`config.mk`:
```
export PLATFORM = sky130hd
export DESIGN_NAME = cache_fill_arbiter
export DESIGN_NICKNAME = d
export VERILOG_FILES = /design/src/rtl/cpu_mem_pkg.sv /design/src/rtl/fill_sequencer.sv /design/src/rtl/cache_fill_arbiter.sv
export SDC_FILE = /design/constraint.sdc
export NUM_CORES = 1
export LEC_CHECK = 0
export BUFFER_PORTS_ARGS = -buffer_cell sky130_fd_sc_hd__clkbuf_2
export CAP_MARGIN = 0
export CORE_MARGIN = 4
export CORE_UTILIZATION = 38
export CTS_BUF_LIST = sky130_fd_sc_hd__clkbuf_8
export DETAILED_ROUTE_END_ITERATION = 8
export GPL_TIMING_DRIVEN = 0
export PLACE_DENSITY = 0.9
export SETUP_SLACK_MARGIN = 0.4
export SLEW_MARGIN = 20
export SYNTH_ARGS = -nofsm -noshare
export SYNTH_HDL_FRONTEND = slang
export SYNTH_SLANG_ARGS = --single-unit
```
`constraint.sdc`:
```
create_clock -name clk_i -period 2.11 [get_ports clk_i]
set_clock_uncertainty 0.1 [all_clocks]
set_input_delay 0.633 -clock clk_i [delete_from_list [all_inputs] [get_ports clk_i]]
set_output_delay 0.633 -clock clk_i [all_outputs]
set_load 0.01 [all_outputs]
```
`src/rtl/cpu_mem_pkg.sv`:
```
// rtl/cpu_mem_pkg.sv - shared arbiter state/owner types and block geometry constants
package cpu_mem_pkg;

   typedef enum logic [1:0] {IDLE, WRITE, FILL, DONE} arb_state_t;
   typedef enum logic {OWN_I, OWN_D} owner_t;

   localparam int BLOCK_BYTES = 16;
   localparam int WORD_BYTES  = 2;

endpackage

```
`src/rtl/fill_sequencer.sv`:
```
// rtl/fill_sequencer.sv - issue/receive counters, word address generation and last-word detect
module fill_sequencer
   import cpu_mem_pkg::*;
#(
   parameter int WORDS_PER_BLOCK = 8,
   parameter int ADDR_W          = 16
) (
   input  logic                               clk_i,
   input  logic                               rst_i,
   input  logic                               start_i,
   input  logic                               active_i,
   input  logic [ADDR_W-1:0]                  miss_addr_i,
   input  logic                               mem_valid_i,
   output logic                               issue_o,
   output logic [ADDR_W-1:0]                  addr_o,
   output logic [$clog2(WORDS_PER_BLOCK)-1:0] rcv_idx_o,
   output logic                               last_word_o
);

   localparam int                IDX_W    = $clog2(WORDS_PER_BLOCK);
   localparam int                OFF_W    = $clog2(WORDS_PER_BLOCK * WORD_BYTES);
   localparam logic [ADDR_W-1:0] OFF_MASK = ADDR_W'((1 << OFF_W) - 1);
   localparam logic [IDX_W:0]    ISS_END  = (IDX_W + 1)'(WORDS_PER_BLOCK);
   localparam logic [IDX_W-1:0]  RCV_LAST = IDX_W'(WORDS_PER_BLOCK - 1);

   logic [ADDR_W-1:0] base_q, base_d;
   logic [IDX_W:0]    iss_q, iss_d;
   logic [IDX_W-1:0]  rcv_q, rcv_d;

   always_ff @(posedge clk_i) begin
      if (rst_i) begin
         base_q <= '0;
         iss_q  <= '0;
         rcv_q  <= '0;
      end else begin
         base_q <= base_d;
         iss_q  <= iss_d;
         rcv_q  <= rcv_d;
      end
   end

   // Counters only move while the arbiter is in FILL, so stray mem_valid is harmless.
   always_comb begin
      base_d = base_q;
      iss_d  = iss_q;
      rcv_d  = rcv_q;
      if (start_i) begin
         base_d = miss_addr_i & ~OFF_MASK;
         iss_d  = '0;
         rcv_d  = '0;
      end else if (active_i) begin
         if (issue_o) begin
            iss_d = iss_q + 1'b1;
         end
         if (mem_valid_i) begin
            rcv_d = rcv_q + 1'b1;
         end
      end
   end

   assign issue_o     = active_i && (iss_q < ISS_END);
   assign addr_o      = base_q + ADDR_W'(iss_q) * ADDR_W'(WORD_BYTES);
   assign rcv_idx_o   = rcv_q;
   assign last_word_o = active_i && mem_valid_i && (rcv_q == RCV_LAST);

endmodule

```
`src/rtl/cache_fill_arbiter.sv`:
```
// rtl/cache_fill_arbiter.sv - shares main memory between I/D block fills and D write-through stores
// Define ARB_ROUND_ROBIN_EN to alternate between simultaneous I and D misses.
module cache_fill_arbiter
   import cpu_mem_pkg::*;
#(
   parameter int WORDS_PER_BLOCK = BLOCK_BYTES / WORD_BYTES,
   parameter int MEM_LATENCY     = 4,
   parameter int ADDR_W          = 16
) (
   input  logic                               clk_i,
   input  logic                               rst_i,
   input  logic                               ic_miss_i,
   input  logic [ADDR_W-1:0]                  ic_miss_addr_i,
   input  logic                               dc_miss_i,
   input  logic [ADDR_W-1:0]                  dc_miss_addr_i,
   input  logic                               dc_wr_req_i,
   input  logic [ADDR_W-1:0]                  dc_wr_addr_i,
   input  logic [15:0]                        dc_wr_data_i,
   output logic                               dc_wr_ack_o,
   output logic                               mem_en_o,
   output logic                               mem_wr_o,
   output logic [ADDR_W-1:0]                  mem_addr_o,
   output logic [15:0]                        mem_wdata_o,
   input  logic [15:0]                        mem_rdata_i,
   input  logic                               mem_valid_i,
   output logic [15:0]                        fill_data_o,
   output logic [$clog2(WORDS_PER_BLOCK)-1:0] fill_word_idx_o,
   output logic                               ic_fill_we_o,
   output logic                               dc_fill_we_o,
   output logic                               ic_tag_we_o,
   output logic                               dc_tag_we_o,
   output logic                               ic_fill_done_o,
   output logic                               dc_fill_done_o,
   output logic                               busy_o
);

   if (WORDS_PER_BLOCK < 2 || (WORDS_PER_BLOCK & (WORDS_PER_BLOCK - 1)) != 0 || MEM_LATENCY < 1)
   begin : g_bad_params
      $error("cache_fill_arbiter: WORDS_PER_BLOCK must be a power of two >= 2, MEM_LATENCY >= 1");
   end

   arb_state_t                         state_q, state_d;
   owner_t                             owner_q, owner_d, sel_owner;
   logic                               start_fill;
   logic                               seq_issue;
   logic                               seq_last;
   logic [ADDR_W-1:0]                  seq_addr;
   logic [ADDR_W-1:0]                  fill_addr;
   logic [$clog2(WORDS_PER_BLOCK)-1:0] seq_idx;

`ifdef ARB_ROUND_ROBIN_EN
   owner_t last_q, last_d;

   always_comb begin
      sel_owner = dc_miss_i ? OWN_D : OWN_I;
      if (dc_miss_i && ic_miss_i) begin
         sel_owner = (last_q == OWN_D) ? OWN_I : OWN_D;
      end
   end

   assign last_d = start_fill ? sel_owner : last_q;

   always_ff @(posedge clk_i) begin
      if (rst_i) begin
         last_q <= OWN_I;
      end else begin
         last_q <= last_d;
      end
   end
`else
   assign sel_owner = dc_miss_i ? OWN_D : OWN_I;
`endif

   assign start_fill = (state_q == IDLE) && !dc_wr_req_i && (dc_miss_i || ic_miss_i);
   assign owner_d    = start_fill ? sel_owner : owner_q;
   assign fill_addr  = (sel_owner == OWN_D) ? dc_miss_addr_i : ic_miss_addr_i;

   always_ff @(posedge clk_i) begin
      if (rst_i) begin
         state_q <= IDLE;
         owner_q <= OWN_I;
      end else begin
         state_q <= state_d;
         owner_q <= owner_d;
      end
   end

   always_comb begin
      state_d = state_q;
      case (state_q)
         IDLE: begin
            if (dc_wr_req_i) begin
               state_d = WRITE;
            end else if (dc_miss_i || ic_miss_i) begin
               state_d = FILL;
            end
         end
         WRITE:   state_d = IDLE;
         FILL:    if (seq_last) state_d = DONE;
         DONE:    state_d = IDLE;
         default: state_d = IDLE;
      endcase
   end

   fill_sequencer #(
      .WORDS_PER_BLOCK (WORDS_PER_BLOCK),
      .ADDR_W          (ADDR_W)
   ) u_fill_sequencer (
      .clk_i       (clk_i),
      .rst_i       (rst_i),
      .start_i     (start_fill),
      .active_i    (state_q == FILL),
      .miss_addr_i (fill_addr),
      .mem_valid_i (mem_valid_i),
      .issue_o     (seq_issue),
      .addr_o      (seq_addr),
      .rcv_idx_o   (seq_idx),
      .last_word_o (seq_last)
   );

   // Strobes are decoded from the registered state, so a reset clears them the next cycle.
   always_comb begin
      dc_wr_ack_o     = 1'b0;
      mem_en_o        = 1'b0;
      mem_wr_o        = 1'b0;
      mem_addr_o      = '0;
      mem_wdata_o     = '0;
      fill_word_idx_o = '0;
      ic_fill_we_o    = 1'b0;
      dc_fill_we_o    = 1'b0;
      ic_tag_we_o     = 1'b0;
      dc_tag_we_o     = 1'b0;
      ic_fill_done_o  = 1'b0;
      dc_fill_done_o  = 1'b0;
      case (state_q)
         WRITE: begin
            mem_en_o    = 1'b1;
            mem_wr_o    = 1'b1;
            mem_addr_o  = dc_wr_addr_i;
            mem_wdata_o = dc_wr_data_i;
            dc_wr_ack_o = 1'b1;
         end
         FILL: begin
            mem_en_o = seq_issue;
            if (seq_issue) begin
               mem_addr_o = seq_addr;
            end
            if (mem_valid_i) begin
               fill_word_idx_o = seq_idx;
               ic_fill_we_o    = (owner_q == OWN_I);
               dc_fill_we_o    = (owner_q == OWN_D);
               ic_tag_we_o     = seq_last && (owner_q == OWN_I);
               dc_tag_we_o     = seq_last && (owner_q == OWN_D);
            end
         end
         DONE: begin
            ic_fill_done_o = (owner_q == OWN_I);
            dc_fill_done_o = (owner_q == OWN_D);
         end
         default: ;
      endcase
   end

   assign busy_o      = (state_q != IDLE);
   assign fill_data_o = mem_rdata_i;

endmodule

```
==> impl_results.md, run 1 <==
- Critical path type: register to output port
- Vias in the first global route: 2211
- EDFF count, synth: 0
- Total number of vias: 2354
- Root Driver: clkbuf_8
- Detailed-route DRC error count: 0
- Worst Path Required: 1.38 ns
- Horiz. Die Dim: 79.9 um
- TritonCTS clock tree: built
- Dpl cells: 420
- Worst-margin pin slew: 0.600 ns
- Initial DRC count: 116
- Switch share: 40.2%
- Combinational power share: 72.8%
- Post-DRT Antenna Nets: 0
- Largest net degree at the start of global routing: 13
- CTS max path bufs: 2
- Initial core utilization: 40.5%
- Via density per instance: 5.27
- Outcome: finished with violations
- Power per Cell Area: 990 nW/um2
- Syn nets: 328
- Relative slew slack: 60.0%
- Max-slew violations: 0
- Startpoint types: register
- I/O Buffers: 121
- Worst path bufs/invs: 2
- DP Worst Slack: -0.317 ns
- CP max-delay cell: or4_4
- Setup Viol. Count Final: 40
- Fmax: 375 MHz
- Reg2reg start: state_q[1]$_SDFFE_PP0P_
- VDD IR max: 0.000597 V
- Synth-to-layout area growth: 73.7%
- Maxcap violations: 0
- Core Rows: 25
- GPL Wtd Cong: 0.816
- Post-synth top flop: dfxtp_1
- Drt pass-1 iters: 4
- P_int: 2.02 mW
- DR WL/cell: 16.7 um
- Crit path cell chain: inv_4, ha_4, nand3b_1, or4_4, nand3_2, buf_6
- Fin util: 70.3%
- Unrepaired setup endpoints after global routing: true
- Die Area: 6380 um2
- Chip height: 79.9 um
- Share of cells above drive strength 1: 65.0%
- Final Power: 3.38 mW
- Netlist cell types: 43
- Sw power: 1.36 mW
- H-tree Lvls: 1
- Final WL: 7.47 mm
- Syn avg cell area: 8.46 um2
- Nets: 477
- Count of state elements after synthesis: 22
- FILL cells: 336
- Clock-pin slew on the worst setup and hold paths: 0.08 ns
- Clock Latency Late Sink: 0.26 ns
- Sequential area share after synthesis: 22.4%
- Cells after Synth: 232
- Non-filler instance count after layout: 447
- Commonest non-fill, non-tap cells in the layout: 94 x clkbuf_2, 38 x buf_6, 29 x buf_4
- Worst-path maximum fanout: 6
- Leakage power total: 1.67 nW
- Flop pwr share: 19.4%
- Worst Setup End Kind: output port
- Hold Path Class: register to register
- First-pass GRT wire length: 10.3 mm
- # IOs: 147
- Violated checks: negative setup slack
- Post-synth ARST share: 0%
- Fin crit share: 127%
- Setup ws final: -0.559 ns
- Initial antenna violation count: 0
- Antenna cells: 0
- Hold wc startpoint: u_fill_sequencer.iss_q[2]$_SDFFE_PP0P_
- Slowest stage delay, CP: 0.59 ns
- Final Hold Viols: 0
- CP arrival: 1.94 ns
- Critical path origin: state_q[0]$_SDFFE_PP0P_
- Detailed placement HPWL: 5.12 mm
- Clk pwr share: 7.7%
- CORE AREA: 4850 um2
- CP delay by family, top: simple AND/OR/NAND/NOR gates
- Period minus WS final: 2.67 ns
- CTS Sinks: 22
- Most common cell after layout, fill and taps aside: clkbuf_2
- Total GRT Usage: 20.0%
- Synth Cell Area: 1960 um2
- Hold_buf cts: 0
- Grt ovf: 0
- Yosys warns: 0
- Cts bufs inserted: 3
- Post-route setup TNS: -10.86 ns
==> flip-flops by register name (all words and copies together) (netlist names) <==
signal                      cells
u_fill_sequencer.base_q        12
u_fill_sequencer.iss_q          4
u_fill_sequencer.rcv_idx_o      3
state_q                         2
owner_q                         1
==> logic make-up after synthesis <==
group / Yosys count / synth area share [%]
XOR/XNOR: 6 / 2.68
buffers and inverters: 38 / 11.9
flip-flops: 22 / 22.4
AO/OA/AOI/OAI: 53 / 19.5
multiplexers: 15 / 7.65
AND/OR/NAND/NOR: 88 / 29.4
adder cells (fa/ha/maj): 10 / 6.37
==> power groups by stage <==
stage	registers [mW]	clock network [mW]	logic [mW]
4_1_cts	0.633	0.264	1.99
6_report	0.656	0.262	2.46
3_5_place_dp	0.638	0	1.48
5_1_grt	0.667	0.273	2.62
2_1_floorplan	0.603	0	1.04
3_3_place_gp	0.629	0	1.46
==> stage by stage <==
stage,instance area [um2],hold slack (ns)
CTS,3090,0.465
finish,3410,0.488
global placement,2760,0.399
global route,3410,0.517
detailed placement,2760,0.397
floorplan,2070,0.377
==> layer usage <==
layer  vias to the layer above  GRT usage, %  wire length [um]
met5                         -             0                 0
met4                         0          5.07                91
met3                        15          2.71               676
met2                       129          37.7              3890
met1                      1070          23.5              2820
li1                       1140             -                 -
==> repair_timing <==
item | CTS | global route
pin swaps | 3 | 9
buffers inserted | 12 | 9
setup endpoints to repair | 60 | 52
resized for setup | 54 | 82
cloned | 2 | 0
==> final cells by class <==
cell class	count	area (um2)	share of cell area (%)
clock inverters	1	3.75	0.110
clock buffers	3	41.3	1.21
plain buffers	34	297	8.69
flip-flops and latches	22	453	13.3
inverters	4	20.0	0.587
well taps	67	83.8	2.46
repair buffers	144	973	28.5
multi-input cells	172	1540	45.1
==> worst paths after layout <==
kind,to,slack [ns],cells past startpoint
worst min-delay path,u_fill_sequencer.iss_q[2]$_SDFFE_PP0P_,0.49,2
worst max-delay path,mem_addr_o[9],-0.56,6
worst max register to register,state_q[0]$_SDFFE_PP0P_,0.38,7
worst min register to register,u_fill_sequencer.iss_q[2]$_SDFFE_PP0P_,0.49,2
==> Yosys cell counts, drive strengths merged, types with 7 or more instances <==
library cell | count | area share (%)
buf | 25 | 9.4
and2 | 22 | 7.1
dfxtp | 22 | 22
a21oi | 15 | 3.8
mux2i | 15 | 7.6
a211oi | 12 | 5.4
nand2 | 11 | 2.1
nand3 | 11 | 3.1
ha | 10 | 6.4
clkbuf | 9 | 1.7
nor2b | 9 | 2.9
nor3 | 7 | 3.6
or4 | 7 | 2.7
==> worst register-to-register path: stages, from the launching register on <==
cell and delay (ns):
dfxtp_4 0.38, buf_6 0.10, ha_4 0.16, buf_6 0.11, buf_8 0.12, a21boi_1 0.26, nor2_1 0.10, a311oi_1 0.29
Note: power is estimated with default switching activity, not from simulation.
==> run 2, diff against run 1 <==
--- a/config.mk
+++ b/config.mk
@@ -5,15 +5,17 @@
 export SDC_FILE = /design/constraint.sdc
 export NUM_CORES = 1
 export LEC_CHECK = 0
+export ABC_AREA = 1
 export BUFFER_PORTS_ARGS = -buffer_cell sky130_fd_sc_hd__clkbuf_2
 export CAP_MARGIN = 0
 export CORE_MARGIN = 4
-export CORE_UTILIZATION = 38
+export CORE_UTILIZATION = 41
 export CTS_BUF_LIST = sky130_fd_sc_hd__clkbuf_8
 export DETAILED_ROUTE_END_ITERATION = 8
 export GPL_TIMING_DRIVEN = 0
-export PLACE_DENSITY = 0.9
+export PLACE_DENSITY = 0.93
 export SETUP_SLACK_MARGIN = 0.4
+export SKIP_LAST_GASP = 1
 export SLEW_MARGIN = 20
 export SYNTH_ARGS = -nofsm -noshare
 export SYNTH_HDL_FRONTEND = slang
==> constraint.sdc (replaced) <==
create_clock -name clk_i -period 2.5 [get_ports clk_i]
set_clock_uncertainty 0.1 [all_clocks]
set_input_delay 0.75 -clock clk_i [delete_from_list [all_inputs] [get_ports clk_i]]
set_output_delay 0.75 -clock clk_i [all_outputs]
set_load 0.01 [all_outputs]
==> impl_results.md, run 2 <==
- Vias in the first global route: 2197 (-0.63%)
- Netlist cell types: 25 (-42%)
- Fin util: 82.6% (+12 points)
- Final WL: 8.95 mm (+20%)
- Maxcap violations: 0 (unchanged)
- Non-filler instance count after layout: 520 (+16%)
- Core Rows: 24 (-4.0%)
- Hold wc startpoint: u_fill_sequencer.iss_q[1]$_SDFFE_PP0P_
- Chip height: 75.1 um (-5.9%)
- Syn nets: 402 (+23%)
- Worst reg-to-reg path cell count: 9 (+2)
- Post-synth top flop: dfxtp_1
- Relative slew slack: 72.3% (+12 points)
- Yosys warns: 0 (unchanged)
- Critical path type: register to output port
- Antenna cells: 0 (unchanged)
- CTS Sinks: 22 (unchanged)
- Worst-path maximum fanout: 6 (unchanged)
- Largest net degree at the start of global routing: 12 (-1)
- DR WL/cell: 17.2 um (+3.0%)
- Area leader, netlist: dfxtp_1
- Unrepaired setup endpoints after global routing: true
- Hold Path End: u_fill_sequencer.iss_q[1]$_SDFFE_PP0P_
- Cells after Synth: 306 (+32%)
- Initial antenna violation count: 0 (unchanged)
- R2R setup slack: 0.80 ns (+0.42 ns)
- TritonCTS clock tree: built
- Count of state elements after synthesis: 22 (unchanged)
- I/O Buffers: 122 (+0.83%)
- Setup ws final: -0.109 ns (+0.451 ns)
- Horiz. Die Dim: 75.1 um (-5.9%)
- Via density per instance: 5.29 (+0.39%)
- Most numerous cell in the Yosys netlist: nand2_1
- Total GRT Usage: 22.1% (+2.2 points)
- Syn avg cell area: 6.04 um2 (-29%)
- Worst-margin pin slew: 0.416 ns (-0.184 ns)
- Post-DRT Antenna Nets: 0 (unchanged)
- Largest Register: u_fill_sequencer.base_q
- List of most frequent post-synthesis cells: 89 x nand2_1, 45 x inv_1, 23 x nor2_1
- DP Worst Slack: 0.0554 ns (+0.372 ns)
- Initial DRC count: 182 (+57%)
- Fmax: 383 MHz
- GPL Wtd Cong: 0.806 (-1.2%)
- Post-synth ARST share: 0% (unchanged)
- Register area: 457 um2 (+0.83%)
- Synth Cell Area: 1850 um2 (-5.9%)
- Detailed-route DRC error count: 0 (unchanged)
- Final Power: 1.81 mW (-46%)
- CORE AREA: 4350 um2 (-10%)
- Clock-pin slew on the worst setup and hold paths: 0.08 ns (about the same)
- Setup Viol. Count Final: 12 (-70%)
- Commonest non-fill, non-tap cells in the layout: 83 x clkbuf_2, 66 x nand2_1, 41 x buf_6
- Reg2reg start: state_q[0]$_SDFFE_PP0P_
- Most common cell after layout, fill and taps aside: clkbuf_2
- Synth-to-layout area growth: 94.7%
- Post-route cell area: 3600 um2 (+5.5%)
- Power per Cell Area: 503 nW/um2 (-49%)
- Fin crit share: 104%
- Leakage power total: 1.92 nW (+15%)
- First-pass GRT wire length: 9.80 mm (-4.4%)
- Footprint of the multi-input gates: 1410 um2 (-8.6%)
- Worst Path Required: 1.65 ns (+0.27 ns)
- # IOs: 147 (unchanged)
- Initial core utilization: 42.4% (+2.0 points)
- Period minus WS final: 2.61 ns
- Detailed placement HPWL: 4.98 mm (-2.8%)
- Share of cells above drive strength 1: 62.8% (-2.2 points)
- Worst Hold Slack: 0.392 ns (-0.0960 ns)
- H-tree Lvls: 1 (unchanged)
- Top cells by area, synth: dfxtp_1 24%, nand2_1 18%, inv_1 9.1%
- CP arrival: 1.76 ns (-0.18 ns)
- Max-slew violations: 0 (unchanged)
- Clock Latency Late Sink: 0.26 ns (about the same)
- Outcome: finished with violations
- Hold depth: 2 (unchanged)
- CTS max path bufs: 2 (unchanged)
- Nets: 566 (+19%)
- Share of the synthesized area in the top cell type: 23.8% (+1.4 points)
- Grt ovf: 0 (unchanged)
- Startpoint types: register
- Sequential area share after synthesis: 23.8% (+1.4 points)
- Max FFs per register: 12 (unchanged)
- Hold Path Class: register to register
- VDD IR max: 0.000326 V (-45%)
- Final Hold Viols: 0 (unchanged)
- Dpl cells: 480 (+14%)
- Drt pass-1 iters: 4 (unchanged)
- EDFF count, synth: 0 (unchanged)
- Worst reg2reg endpoint: u_fill_sequencer.iss_q[3]$_SDFFE_PP0P_
- FILL cells: 226 (-33%)
- Die Area: 5650 um2 (-12%)
- Post-route setup TNS: -0.411 ns (+10.45 ns)
- Total number of vias: 2749 (+17%)
- Violated checks: negative setup slack
- Hold_buf cts: 0 (unchanged)
- Cell Area, Placed: 2590 um2 (-6.4%)
- Worst Setup End Kind: output port
- Cts bufs inserted: 3 (unchanged)
- Root Driver: clkbuf_8
[run 2: how the worst max path moves through the flow]
stage                                                  startpoint        endpoint  slack (ns)  cells past startpoint
after floorplan            u_fill_sequencer.iss_q[3]$_SDFFE_PP0P_  mem_addr_o[14]        0.35                     10
after global placement                    state_q[0]$_SDFFE_PP0P_   mem_addr_o[7]        0.07                      9
after detailed placement                  state_q[0]$_SDFFE_PP0P_   mem_addr_o[7]        0.06                      9
after CTS                 u_fill_sequencer.base_q[4]$_SDFFE_PP0P_  mem_addr_o[14]       0.004                     11
after global routing                      state_q[0]$_SDFFE_PP0P_   mem_addr_o[7]       -0.13                      9
final                                     state_q[0]$_SDFFE_PP0P_   mem_addr_o[7]       -0.11                      9
[run 2: repair_timing]
item,in CTS,in global routing
endpoints found under the hold margin,0,0
gates resized for setup,46,165
pin swaps,10,24
cloned,1,5
setup endpoints to repair,40,44
setup buffers,14,17
[run 2: cells by family (layout without fill, tap and decap cells)]
group / after synthesis / after routing / synth area share [%]
buf+inv: 79 / 241 / 20.4
compound gates: 59 / 59 / 17.8
flops: 22 / 22 / 23.8
simple gates: 136 / 136 / 31.1
fa+ha+maj: 10 / 10 / 6.77
[run 2: critical path: stages, from the launching register on]
cell     delay [ns]
dfxtp_4        0.37
inv_6          0.06
ha_4           0.13
inv_2          0.05
nor2_4         0.19
inv_4          0.08
a21oi_2        0.12
o21ai_1        0.14
a21oi_1        0.18
buf_2          0.16
[run 2: cell type report]
| cell class | count | share of cell area, % |
|---|---|---|
| Buffer | 28 | 6.99 |
| Clock buffer | 3 | 1.15 |
| Inverter | 51 | 5.88 |
| Multi-Input combinational cell | 205 | 39.1 |
| Sequential cell | 22 | 12.7 |
| Tap cell | 52 | 1.81 |
| Timing Repair Buffer | 159 | 32.4 |
[run 2: per-layer routing]
| layer | GRT usage, % | vias up | share of wire (%) |
|---|---|---|---|
| met4 | 7.77 | 0 | 5.6 |
| met3 | 4.41 | 46 | 9.6 |
| met2 | 41.5 | 170 | 49 |
| met1 | 24.6 | 1266 | 36 |
| li1 | - | 1267 | - |
| met5 | 0 | - | 0 |
[run 2: report_power, final]
group	internal (mW)	switching (mW)	leakage [nW]
clock	0.108	0.113	0.0216
sequential	0.394	0.0556	0.184
combinational	0.571	0.568	1.71
